[src/rtl/i2c_seq_pkg.sv]
// Shared types for the i2c command sequencer: FSM states and the
// command/response records carried through the two FIFOs.
package i2c_seq_pkg;

    localparam int ADDR_W = 7;

    typedef enum logic [2:0] {
        S_IDLE,
        S_EN,
        S_WAIT_RISE,
        S_WAIT,
        S_GAP,
        S_RESP
    } state_t;

    typedef struct packed {
        logic [ADDR_W-1:0] addr;
        logic              rw;
        logic [7:0]        wdata;
    } cmd_t;

    typedef struct packed {
        logic [ADDR_W-1:0] addr;
        logic [7:0]        data;
        logic              timeout;
    } rsp_t;

endpackage

[src/rtl/i2c_sync_fifo.sv]
// Generic synchronous FIFO with extra-MSB pointers. A push into a full FIFO
// is accepted only when a pop happens in the same cycle.
module i2c_sync_fifo #(
    parameter int WIDTH = 16,
    parameter int DEPTH = 4
) (
    input  logic             clk,
    input  logic             arst_n,
    input  logic             push,
    input  logic [WIDTH-1:0] wr_data,
    input  logic             pop,
    output logic [WIDTH-1:0] rd_data,
    output logic             full,
    output logic             empty
);

    localparam int AW = $clog2(DEPTH);

    logic [AW:0]      wr_ptr;
    logic [AW:0]      rd_ptr;
    logic [WIDTH-1:0] mem [DEPTH];
    logic             do_push;
    logic             do_pop;

    assign empty   = (wr_ptr == rd_ptr);
    assign full    = (wr_ptr[AW] != rd_ptr[AW]) && (wr_ptr[AW-1:0] == rd_ptr[AW-1:0]);
    assign do_pop  = pop && !empty;
    assign do_push = push && (!full || do_pop);
    // Head reads as zero when empty so downstream outputs are clean after reset.
    assign rd_data = empty ? '0 : mem[rd_ptr[AW-1:0]];

    always_ff @(posedge clk or negedge arst_n) begin
        if (!arst_n) begin
            wr_ptr <= '0;
            rd_ptr <= '0;
        end else begin
            if (do_push) wr_ptr <= wr_ptr + (AW+1)'(1);
            if (do_pop)  rd_ptr <= rd_ptr + (AW+1)'(1);
        end
    end

    always_ff @(posedge clk) begin
        if (do_push) mem[wr_ptr[AW-1:0]] <= wr_data;
    end

endmodule

[src/rtl/i2c_cmd_sequencer.sv]
// Feeds queued host transactions to an i2c_master one at a time, holds en for a
// fixed window, tracks busy, enforces an inter-transaction gap, returns read data.
module i2c_cmd_sequencer
    import i2c_seq_pkg::*;
#(
    parameter int CMD_DEPTH = 4,
    parameter int RSP_DEPTH = 4,
    parameter int EN_HOLD   = 250,
    parameter int GAP_CYC   = 250,
    parameter int BUSY_TO   = 1000
) (
    input  logic              clk,
    input  logic              arst_n,
    input  logic              cmd_valid,
    output logic              cmd_ready,
    input  logic [ADDR_W-1:0] cmd_addr,
    input  logic              cmd_rw,
    input  logic [7:0]        cmd_wdata,
    output logic              rsp_valid,
    input  logic              rsp_ready,
    output logic [7:0]        rsp_data,
    output logic [ADDR_W-1:0] rsp_addr,
    output logic              rsp_timeout,
    output logic [ADDR_W-1:0] m_addr,
    output logic [7:0]        m_data_in,
    output logic              m_rw,
    output logic              m_en,
    input  logic              m_busy,
    input  logic [7:0]        m_data_out,
    output logic              idle,
    output logic              err_to,
    output state_t            state_dbg
);

    localparam int CNT_MAX = (GAP_CYC > BUSY_TO) ? GAP_CYC : BUSY_TO;
    localparam int CNT_W   = $clog2(CNT_MAX + 1);
    localparam logic [CNT_W-1:0] HOLD_LAST = CNT_W'(EN_HOLD - 1);
    localparam logic [CNT_W-1:0] GAP_LAST  = CNT_W'(GAP_CYC - 1);
    localparam logic [CNT_W-1:0] TO_LAST   = CNT_W'(BUSY_TO - 1);

    state_t           state_q, state_d;
    logic [CNT_W-1:0] hold_cnt;
    logic [CNT_W-1:0] to_cnt;
    logic             busy_seen;
    logic             timed_out;
    logic [7:0]       rdata_q;

    cmd_t cmd_in, cmd_head;
    rsp_t rsp_in, rsp_head;
    logic cmd_full, cmd_empty, cmd_pop;
    logic rsp_full, rsp_empty, rsp_push, rsp_pop;
    logic rsp_room, to_fire;

    assign cmd_in = '{addr: cmd_addr, rw: cmd_rw, wdata: cmd_wdata};
    assign rsp_in = '{addr: m_addr, data: (timed_out ? 8'h00 : rdata_q), timeout: timed_out};

    i2c_sync_fifo #(.WIDTH($bits(cmd_t)), .DEPTH(CMD_DEPTH)) u_cmd_fifo (
        .clk     (clk),
        .arst_n  (arst_n),
        .push    (cmd_valid),
        .wr_data (cmd_in),
        .pop     (cmd_pop),
        .rd_data (cmd_head),
        .full    (cmd_full),
        .empty   (cmd_empty)
    );

    i2c_sync_fifo #(.WIDTH($bits(rsp_t)), .DEPTH(RSP_DEPTH)) u_rsp_fifo (
        .clk     (clk),
        .arst_n  (arst_n),
        .push    (rsp_push),
        .wr_data (rsp_in),
        .pop     (rsp_pop),
        .rd_data (rsp_head),
        .full    (rsp_full),
        .empty   (rsp_empty)
    );

    assign cmd_ready   = !cmd_full;
    assign rsp_valid   = !rsp_empty;
    assign rsp_pop     = rsp_valid && rsp_ready;
    assign rsp_room    = !rsp_full || rsp_pop;
    assign rsp_addr    = rsp_head.addr;
    assign rsp_data    = rsp_head.data;
    assign rsp_timeout = rsp_head.timeout;
    assign idle        = cmd_empty && (state_q == S_IDLE);
    assign state_dbg   = state_q;

    always_comb begin
        state_d  = state_q;
        cmd_pop  = 1'b0;
        rsp_push = 1'b0;
        to_fire  = 1'b0;
        case (state_q)
            S_IDLE: begin
                if (!cmd_empty) begin
                    cmd_pop = 1'b1;
                    state_d = S_EN;
                end
            end
            S_EN: begin
                // A transfer shorter than the hold window can already be over here.
                if (hold_cnt == HOLD_LAST) begin
                    if (m_busy)         state_d = S_WAIT;
                    else if (busy_seen) state_d = S_GAP;
                    else                state_d = S_WAIT_RISE;
                end
            end
            S_WAIT_RISE: begin
                if (m_busy) begin
                    state_d = S_WAIT;
                end else if (to_cnt == TO_LAST) begin
                    to_fire = 1'b1;
                    state_d = S_RESP;
                end
            end
            S_WAIT: begin
                if (!m_busy) state_d = S_GAP;
            end
            S_GAP: begin
                if (hold_cnt == GAP_LAST) state_d = S_RESP;
            end
            S_RESP: begin
                if (!m_rw) begin
                    state_d = S_IDLE;
                end else if (rsp_room) begin
                    rsp_push = 1'b1;
                    state_d  = S_IDLE;
                end
            end
            default: state_d = S_IDLE;
        endcase
    end

    always_ff @(posedge clk or negedge arst_n) begin
        if (!arst_n) begin
            state_q   <= S_IDLE;
            m_en      <= 1'b0;
            m_addr    <= '0;
            m_data_in <= '0;
            m_rw      <= 1'b0;
            hold_cnt  <= '0;
            to_cnt    <= '0;
            busy_seen <= 1'b0;
            timed_out <= 1'b0;
            rdata_q   <= '0;
            err_to    <= 1'b0;
        end else begin
            state_q <= state_d;
            m_en    <= (state_d == S_EN);
            if (cmd_pop) begin
                m_addr    <= cmd_head.addr;
                m_rw      <= cmd_head.rw;
                m_data_in <= cmd_head.rw ? 8'h00 : cmd_head.wdata;
                hold_cnt  <= '0;
                to_cnt    <= '0;
                busy_seen <= 1'b0;
                timed_out <= 1'b0;
                rdata_q   <= '0;
            end
            if (state_q == S_EN || state_q == S_WAIT_RISE) to_cnt <= to_cnt + CNT_W'(1);
            if (state_q == S_EN) begin
                hold_cnt <= hold_cnt + CNT_W'(1);
                if (m_busy) busy_seen <= 1'b1;
            end
            // hold_cnt is reused as the gap counter; read data is captured as busy ends.
            if (state_d == S_GAP && state_q != S_GAP) begin
                hold_cnt <= '0;
                rdata_q  <= m_data_out;
            end else if (state_q == S_GAP) begin
                hold_cnt <= hold_cnt + CNT_W'(1);
            end
            if (to_fire) begin
                timed_out <= 1'b1;
                err_to    <= 1'b1;
            end
        end
    end

endmodule
[config.mk]
export PLATFORM = sky130hd
export DESIGN_NAME = i2c_cmd_sequencer
export DESIGN_NICKNAME = d
export VERILOG_FILES = /design/src/rtl/i2c_seq_pkg.sv /design/src/rtl/i2c_sync_fifo.sv /design/src/rtl/i2c_cmd_sequencer.sv
export SDC_FILE = /design/constraint.sdc
export NUM_CORES = 1
export LEC_CHECK = 0
export ABC_AREA = 1
export BUFFER_PORTS_ARGS = -buffer_cell sky130_fd_sc_hd__clkbuf_2
export CORE_UTILIZATION = 43
export CTS_BUF_LIST = sky130_fd_sc_hd__clkbuf_4 sky130_fd_sc_hd__clkbuf_8
export CTS_CLUSTER_DIAMETER = 30
export DETAILED_ROUTE_END_ITERATION = 16
export PLACE_DENSITY = 0.63
export SETUP_SLACK_MARGIN = 0.4
export SLEW_MARGIN = 0
export SYNTH_ARGS = -nofsm -noshare
export SYNTH_HDL_FRONTEND = slang
export SYNTH_SLANG_ARGS = --single-unit
export TNS_END_PERCENT = 30
[constraint.sdc]
create_clock -name clk -period 2.2 [get_ports clk]
set_input_delay 0.11 -clock clk [delete_from_list [all_inputs] [get_ports clk]]
set_output_delay 0.11 -clock clk [all_outputs]
set_load 0.01 [all_outputs]
==> run_results.csv <==
group,metric,value,unit
worst_hold_path,whs_path_depth,4,
timing,fmax,511,MHz
cells_and_area,syn_to_final_growth,26.0,%
detailed_routing,vias,5798,
detailed_routing,drcViolationCount,0,
timing,hold_viol_final,0,
grt,grt_util_all_layers,0.185,
placed_design,routabilityCongestion,0.771,
pwr,leakagePower,4.26,nW
logic_synthesis,syn_inst,744,
setup_path,crit_type,"flop to output port",
setup_path,required,2.09,ns
clock_tree,cts_root_buf,"clkbuf_8",
clock_tree,cts_buffers,17,
clock_tree,clockBufferDepth,2,
setup_path,critPathMaxFanout,8,
pwr,power_density,1360,mW/mm²
die,rows,50,
detailed_routing,route.antenna.remaining_nets,0,
grt,grt_overflow,0,
logic_synthesis,yosysTopAreaCellShare,0.468,
placed_design,place_hpwl,10.5,mm
logic_synthesis,synth_seq_area_share,0.660,
timing,worst_slew_pin_slew,0.584,ns
placed_design,place_area,0.00892,mm²
die,die_h,140,µm
detailed_routing,vias_per_cell,5.11,
die,ios,69,
detailed_routing,drt-initial-drc-count,405,
logic_synthesis,ys_seq_elements,191,
setup_path,arrival,1.85,ns
timing,period_needed,1.96,ns
placed_design,port_buffers,68,
timing,slew_viol_final,0,
die,die-area,0.0197,mm²
setup_path,r2r_cells,15,
timing,setup_violations,0,
cells_and_area,final.fill_count,1569,
detailed_routing,drt-pass1-iter-count,6,
setup_path,cp-end-kind,"output port",
logic_synthesis,synth_top_cell_by_area,"edfxtp_1",
die,initial_core_util,0.439,
die,die_w,140,µm
grt,grt_pass1_wl,27.9,mm
timing,slew_headroom,0.610,
timing,setup_tns,0,ns
cells_and_area,final_common_cell,"edfxtp_1",
timing,fin_skew,0.0180,ns
logic_synthesis,yosys-top-cells-area,"edfxtp_1 (47%), dfrtp_1 (19%), nor2_1 (6.1%)",
cells_and_area,design_area,0.0103,mm²
clock_tree,cts_tree,"built",
logic_synthesis,synth_area,0.00821,mm²
clock_tree,clock_sinks,191,
setup_path,cp-start-kind,"flop",
clock_tree,clock_latency,0.47,ns
grt,first_global_vias,5373,
flow_run,drv_cap,0,
logic_synthesis,yosys_warnings,0,
cells_and_area,diodes,0,
logic_synthesis,ys_types,44,
clock_tree,htree_levels,4,
timing,fin_crit_sh,0.889,
die,core_area,0.0187,mm²
logic_synthesis,synth_nets,786,
detailed_routing,drt_wl_total,18.0,mm
worst_hold_path,hold_class,"input pin to flop",
cells_and_area,most-common-layout-cells,"edfxtp_1 (128), nor2_1 (121), nand2_1 (66), dfrtp_1 (62), o21ai_0 (60)",
grt,antenna_found_initial,0,
grt,grt_start_max_net_pins,64,
clock_tree,clkTransAtPathRegs,0.09,ns
cells_and_area,drive_above_1_share,0.287,
pwr,ir_drop,571,µV
cells_and_area,layout.nets,930,
outcome,outcome,"complete, no violations",
timing,rsz0062_at_grt,"true",
detailed_routing,route.detailed.wl_per_inst,15.9,µm
logic_synthesis,syn_avg_cell_area,11.0,µm²
==> worst max-delay path, stage by stage, from the launching register on <==
cell and delay, ns:
dfrtp_1 0.42, inv_2 0.09, buf_6 0.14, buf_6 0.11
buf_16 0.12, o21ai_1 0.07, o22ai_1 0.20, nand2_1 0.08
inv_1 0.05, buf_2 0.12
==> cell usage after synthesis (all sizes together) <==
cell,count
o32ai,3
nand4,10
inv,67
a211oi,2
or2,1
a22o,9
nor3b,1
o22ai,25
nand3b,1
clkinv,4
o211ai,1
a21o,1
nor4,2
nand2,91
o31ai,1
nor2,139
clkbuf,17
xor2,10
xnor2,4
buf,18
nand3,33
ha,13
a31oi,7
o21ai,73
a21oi,10
nor3,10
edfxtp,128
dfrtp,63
==> timing repair <==
| item | CTS | global route |
|---|---|---|
| endpoints found under the setup margin | 142 | 180 |
| resized for setup | 30 | 89 |
| cloned | 5 | 3 |
| hold endpoints to repair | 139 | 0 |
| pin swaps | 10 | 30 |
| hold buffers | 27 | 0 |
| setup buffers | 8 | 21 |
==> flip-flops by register name (all words and copies together) (netlist names) <==
name               cells
u_rsp_fifo.mem        64
rdata_q                8
u_cmd_fifo.rd_ptr      3
u_cmd_fifo.mem        64
busy_seen              1
m_data_in              8
m_en                   1
m_rw                   1
u_rsp_fifo.wr_ptr      3
timed_out              1
state_dbg              3
u_cmd_fifo.wr_ptr      3
to_cnt                10
u_rsp_fifo.rd_ptr      3
m_addr                 7
hold_cnt              10
err_to                 1
==> worst paths after layout <==
| check | from | endpoint | slack (ns) |
|---|---|---|---|
| worst max register to register | u_rsp_fifo.rd_ptr[0]$_DFFE_PN0P_ | hold_cnt[4]$_DFFE_PN0P_ | 0.31 |
| worst max-delay path | u_rsp_fifo.rd_ptr[0]$_DFFE_PN0P_ | rsp_data[6] | 0.24 |
| min in group asynchronous | arst_n | m_en$_DFF_PN0_ | 0.19 |
| max in group asynchronous | arst_n | u_cmd_fifo.wr_ptr[0]$_DFFE_PN0P_ | 1.69 |
| worst min-delay path | cmd_valid | u_cmd_fifo.wr_ptr[1]$_DFFE_PN0P_ | 0.15 |
| worst min register to register | u_cmd_fifo.wr_ptr[2]$_DFFE_PN0P_ | u_cmd_fifo.wr_ptr[2]$_DFFE_PN0P_ | 0.50 |
==> cells by family (layout without fill, tap and decap cells) <==
logic type               count (synthesis)  count (layout)  synth area share
XOR/XNOR                                14              14            0.0158
AND/OR/NAND/NOR                        288             290             0.156
AO/OA/AOI/OAI                          132             132            0.0923
flip-flops                             191             191             0.660
adder cells (fa/ha/maj)                 13              13            0.0198
buffers and inverters                  106             261            0.0561
==> report_power, final <==
part	switching [mW]	leakage, nW	internal, mW
sequential	0.418	1.97	4.66
combinational	3.96	2.08	2.73
clock	1.29	0.208	0.988
==> area by class of cell <==
type / instances / area (µm²) / area share
Timing Repair Buffer: 158 / 1320 / 0.127
Clock buffer: 19 / 255 / 0.0247
Clock inverter: 13 / 151 / 0.0146
Sequential cell: 191 / 5420 / 0.524
Tap cell: 234 / 293 / 0.0283
Inverter: 71 / 270 / 0.0261
Multi-Input combinational cell: 449 / 2640 / 0.255
==> metrics by stage <==
stage	cells	util	setup WS, ns	power (mW)	hold WS (ns)
floorplan	744	-	0.287	8.61	-0.186
global placement	1039	0.477	0.206	10.3	0.154
detailed placement	1039	0.477	0.162	10.3	0.162
CTS	1111	0.529	0.238	13.3	0.181
global route	1135	0.553	0.104	15.0	0.139
finish	1135	0.553	0.245	14.0	0.154
==> metal layers <==
| layer | share of wire | vias up | GRT usage |
|---|---|---|---|
| met4 | 0.021 | 0 | 0.0659 |
| li1 | - | 2841 | - |
| met1 | 0.44 | 2795 | 0.239 |
| met3 | 0.037 | 22 | 0.0386 |
| met5 | 0 | - | 0 |
| met2 | 0.50 | 140 | 0.310 |
(Power assumes the default switching activity.)
